**src/rtl/wts_timer_bank.sv**
```systemverilog
// Bank of NUM_CH wave-address trigger dividers with per-channel pending/address capture,
// a shared active-low interrupt and a lowest-pending-channel vector.
// Optional sticky overrun tracking is built when WTS_TIMER_OVERRUN_EN is defined.
module wts_timer_bank #(
    parameter int unsigned NUM_CH = 4,
    parameter int unsigned ADDR_W = 7,
    parameter int unsigned CNT_W  = 8,
    localparam int unsigned VEC_W = (NUM_CH > 1) ? $clog2(NUM_CH) : 1,
    localparam int unsigned ST_W  = ADDR_W + 1
) (
    input  logic                     clk,
    input  logic                     nreset,
    input  logic [NUM_CH-1:0]        ch_trigger,
    input  logic [NUM_CH*ADDR_W-1:0] ch_address,
    input  logic [NUM_CH-1:0]        reg_enable,
    input  logic [NUM_CH-1:0]        reg_clear,
    input  logic [NUM_CH*CNT_W-1:0]  reg_period,
    output logic [NUM_CH*ST_W-1:0]   ch_status,
    output logic [NUM_CH-1:0]        ch_overrun,
    output logic [VEC_W-1:0]         int_vector,
    output logic                     nint
);

    logic [NUM_CH-1:0]             npend_q, npend_d;
    logic [NUM_CH-1:0][ADDR_W-1:0] addr_q,  addr_d;
    logic [NUM_CH-1:0][CNT_W-1:0]  cnt_q,   cnt_d;
`ifdef WTS_TIMER_OVERRUN_EN
    logic [NUM_CH-1:0]             ovr_q,   ovr_d;
`endif

    // Per-channel next state: clear beats an enabled trigger, otherwise hold.
    always_comb begin
        npend_d = npend_q;
        addr_d  = addr_q;
        cnt_d   = cnt_q;
`ifdef WTS_TIMER_OVERRUN_EN
        ovr_d   = ovr_q;
`endif
        for (int i = 0; i < NUM_CH; i++) begin
            if (reg_clear[i]) begin
                npend_d[i] = 1'b1;
                addr_d[i]  = '0;
                cnt_d[i]   = '0;
`ifdef WTS_TIMER_OVERRUN_EN
                ovr_d[i]   = 1'b0;
`endif
            end else if (reg_enable[i] && ch_trigger[i]) begin
                // >= so a period lowered below the running count fires instead of wrapping
                if (cnt_q[i] >= reg_period[i*CNT_W +: CNT_W]) begin
                    cnt_d[i] = '0;
                    if (npend_q[i]) begin
                        npend_d[i] = 1'b0;
                        addr_d[i]  = ch_address[i*ADDR_W +: ADDR_W];
                    end else begin
`ifdef WTS_TIMER_OVERRUN_EN
                        ovr_d[i] = 1'b1;
`endif
                    end
                end else begin
                    cnt_d[i] = cnt_q[i] + CNT_W'(1);
                end
            end
        end
    end

    always_ff @(posedge clk or negedge nreset) begin
        if (!nreset) begin
            npend_q <= '1;
            addr_q  <= '0;
            cnt_q   <= '0;
`ifdef WTS_TIMER_OVERRUN_EN
            ovr_q   <= '0;
`endif
        end else begin
            npend_q <= npend_d;
            addr_q  <= addr_d;
            cnt_q   <= cnt_d;
`ifdef WTS_TIMER_OVERRUN_EN
            ovr_q   <= ovr_d;
`endif
        end
    end

`ifdef WTS_TIMER_OVERRUN_EN
    assign ch_overrun = ovr_q;
`else
    assign ch_overrun = '0;
`endif

    for (genvar g = 0; g < NUM_CH; g++) begin : g_status
        assign ch_status[g*ST_W +: ST_W] = {npend_q[g], addr_q[g]};
    end

    assign nint = &npend_q;

    // Lowest-numbered pending channel; 0 when idle, qualified by nint.
    always_comb begin
        logic found;
        found      = 1'b0;
        int_vector = '0;
        for (int i = 0; i < NUM_CH; i++) begin
            if (!npend_q[i] && !found) begin
                int_vector = VEC_W'(i);
                found      = 1'b1;
            end
        end
    end

endmodule

```
**config.mk**
```make
export PLATFORM = sky130hd
export DESIGN_NAME = wts_timer_bank
export DESIGN_NICKNAME = d
export VERILOG_FILES = /design/src/rtl/wts_timer_bank.sv
export SDC_FILE = /design/constraint.sdc
export NUM_CORES = 1
export LEC_CHECK = 0
export CAP_MARGIN = 25
export CORE_MARGIN = 5
export CORE_UTILIZATION = 30
export CTS_BUF_LIST = sky130_fd_sc_hd__clkbuf_8
export DETAILED_ROUTE_END_ITERATION = 6
export SLEW_MARGIN = 20
export SYNTH_ARGS = -nofsm -noshare
export SYNTH_HDL_FRONTEND = slang
export SYNTH_SLANG_ARGS = --single-unit
```
**constraint.sdc**
```tcl
create_clock -name clk -period 2.5 [get_ports clk]
set_input_delay 0.375 -clock clk [delete_from_list [all_inputs] [get_ports clk]]
set_output_delay 0.375 -clock clk [all_outputs]
set_load 0.01 [all_outputs]
```
==> impl_metrics.yaml <==
run_status:
  status: "completed"
floorplan:
  die_h_um: 124
  start_util_pct: 30.7
  io_pins: 113
  die_area_sq_mm: 0.0153
  row_count: 41
  core_area_sq_mm: 0.0126
  dieWidth_um: 124
synth:
  yosysSeqAreaShare_pct: 41.5
  synthesis.area_sq_mm: 0.00387
  yosys-top-cells-area: "dfrtp_1 (39%), ha_1 (12%), a22o_1 (6.3%)"
  synth_seq_cells: 64
  yosysWarnings: 0
  syn_avg_cell_area_sq_um: 10.1
  ys_types: 57
  syn-instance-count: 384
  synth_edf_count: 0
  synth_top_area_share_pct: 38.8
  synthArstFlopShare_pct: 100
  synthFlopType: "dfrtp_1"
  yosysTopAreaCell: "dfrtp_1"
finish:
  multi_input_area_sq_mm: 0.00209
  final_cell_area_sq_mm: 0.00548
  n_antenna_cell: 0
  seq_area_sq_mm: 0.00161
  synthToLayoutAreaGrowth_pct: 41.6
  nFillCells: 1274
  drive_above_1_share_pct: 11.0
  layout.nets: 631
global_route:
  grt_pass1_vias: 3435
  grt_usage_pct: 13.5
  grt_overflow: 0
  antenna_found_initial: 0
  grt_max_degree: 26
  grt_pass1_wl_mm: 16.4
routing:
  vias: 3359
  wirelength_mm: 10.0
  top_layer: "met4"
  avgViaCountPerCell: 4.81
  ant_nets: 0
  wl_met3_um: 970
  first_iter_violations: 182
  wl_per_cell_um: 14.4
  drc: 0
  drt_first_pass_iters: 4
  met2_length_mm: 4.15
  drt-met1-wl_mm: 4.78
place:
  dp_slack_ns: -0.0700
  hpwlAfterDp_mm: 8.12
  io_buffer_count: 108
  placed_cell_area_sq_mm: 0.00531
  place.gp.congestion: 0.837
timing:
  max_freq_mhz: 451
  slew_headroom_pct: 59.1
  slew_viol_final: 0
  worst_slack_ns: 0.284
  period_minus_slack_ns: 2.22
  clock_skew_ns: 0.0117
  hold_viol: 0
  worstMarginPinSlew_ns: 0.613
  setup-violations-final: 0
  rsz0062_at_grt: "false"
  finalCritPeriodShare_pct: 88.7
clock_network:
  clkLatencyLatePin_ns: 0.34
  cts_setup_buffers: 0
  cts_tree: "yes"
  htree_levels: 3
  numClockSinks: 64
  holdBufCountCts: 0
  cts_buffers: 9
  ctsResizeCount: 0
  clk_pin_slew_ns: 0.08
  cts-root-buf: "clkbuf_8"
  clock_path_buffers: 2
worst_setup_path:
  end_kind: "register"
  cp_data_required_time_ns: 2.72
  start_kind: "input port"
  worstSetupPathType: "in -> reg"
  cp.arrival_ns: 2.44
  cp_max_fo: 7
power_and_ir_drop:
  p_leak_nw: 2.60
  p_total_w: 0.00280
  peakVddDrop_uv: 279
  power_density_mw_per_mm2: 510
flow_run:
  cap_violations: 0
worst_hold_path:
  holdCritPathClass: "in -> async"
-- Yosys cell counts, types with 2 or more instances --
cell type  number
a2111o_1        3
a2111oi_4       3
a211o_1         3
a211oi_1        3
a211oi_2        2
a21o_1         12
a21oi_1        18
a21oi_2         2
a22o_1         28
a31oi_1         2
and2_1          4
and3_1          7
buf_4           4
clkbuf_1        2
dfrtp_1        60
dfstp_2         4
ha_1           36
inv_1          37
mux2i_1         2
nand2_1        34
nand2b_1        8
nand3_1        18
nand3b_1        2
nand4_1         5
nor2_1         14
nor2b_1         3
nor3_1          6
o211ai_1        4
o21a_1          3
o21ai_0        14
o21bai_1        2
o2bb2ai_1       2
o31ai_1         4
xnor2_1         5
xor2_1          6
-- cells in the final DEF (no fill, tap or decap), types with 4 or more instances in the layout --
master / count
clkdlybuf4s50_1: 107
dfrtp_1: 60
inv_1: 37
ha_1: 36
nand2_1: 34
a22o_1: 28
buf_4: 21
a21oi_1: 18
nand3_1: 18
nor2_1: 14
o21ai_0: 14
a21o_1: 12
clkbuf_8: 9
nand2b_1: 8
and3_1: 7
nor3_1: 6
xor2_1: 6
nand4_1: 5
xnor2_1: 5
and2_1: 4
o31ai_1: 4
o211ai_1: 4
conb_1: 4
dfstp_2: 4
-- per-stage QoR --
stage                     util [%]  setup TNS [ns]  cells  hold WS, ns
after CTS                     43.4               0    698       0.0546
after floorplan                  -               0    387       0.0794
after global routing          43.4               0    698       0.0886
after global placement        42.1          -0.253    682        0.432
final                         43.4               0    698       0.0473
after detailed placement      42.1          -0.883    682        0.429
-- where the power goes --
part | total (W) | leakage, nW | internal [W] | switching (W)
registers | 0.00125 | 0.847 | 0.00115 | 0.0000984
logic | 0.000773 | 1.66 | 0.000446 | 0.000327
clock network | 0.000775 | 0.0854 | 0.000359 | 0.000416
total | 0.00280 | 2.60 | 0.00195 | 0.000842
-- worst max-delay path, stage by stage --
cell             delay [ns]
clkdlybuf4s50_1        0.47
inv_1                  0.04
ha_1                   0.30
a21o_1                 0.21
a211oi_2               0.31
o211ai_1               0.18
and4b_1                0.29
a22o_1                 0.26
-- metal layers --
metal / track usage [%] / up-vias
met4: 3.74 / 0
met1: 18.6 / 1556
met2: 19.6 / 104
met5: 0 / -
met3: 5.45 / 12
li1: - / 1687
-- area by class of cell --
cell class | instances | area share (%)
sequential | 64 | 29.3
inverter | 37 | 2.53
timing repair buffer | 130 | 22.9
tap | 172 | 3.93
multi-input combinational | 279 | 38.2
clock buffer | 9 | 2.26
clock inverter | 7 | 0.868
-- sequential cells by signal (all words and copies together), names as in the netlist --
name and flops:
ch_status 28, npend_q 4, cnt_q 32
-- path summary, 6_finish.rpt --
check                                           from                        end  slack [ns]  cells after the start
setup / recovery                       reg_period[6]   ch_status[2]$_DFFE_PN0P_        0.28                      8
hold / removal                                nreset  ch_status[21]$_DFFE_PN0P_        0.05                      1
setup reg to reg                cnt_q[8]$_DFFE_PN0P_  ch_status[13]$_DFFE_PN0P_        0.30                      8
hold reg to reg            ch_status[29]$_DFFE_PN0P_  ch_status[29]$_DFFE_PN0P_        0.50                      1
max in group asynchronous                     nreset   ch_status[5]$_DFFE_PN0P_        1.73                      3
min in group clk           ch_status[29]$_DFFE_PN0P_  ch_status[29]$_DFFE_PN0P_        0.50                      1
-- logic make-up (layout without fill, tap and decap cells) --
logic type               Yosys count  after routing  share of synthesized area, %
XOR/XNOR                          11             11                          2.49
flip-flops                        64             64                          41.5
multiplexers                       2              2                         0.517
buffers and inverters             44            183                          4.69
AO/OA/AOI/OAI                    119            119                          25.3
adder cells (fa/ha/maj)           36             36                          11.6
AND/OR/NAND/NOR                  107            107                          13.8
other                              1              4                        0.0969
(Power assumes the default switching activity.)
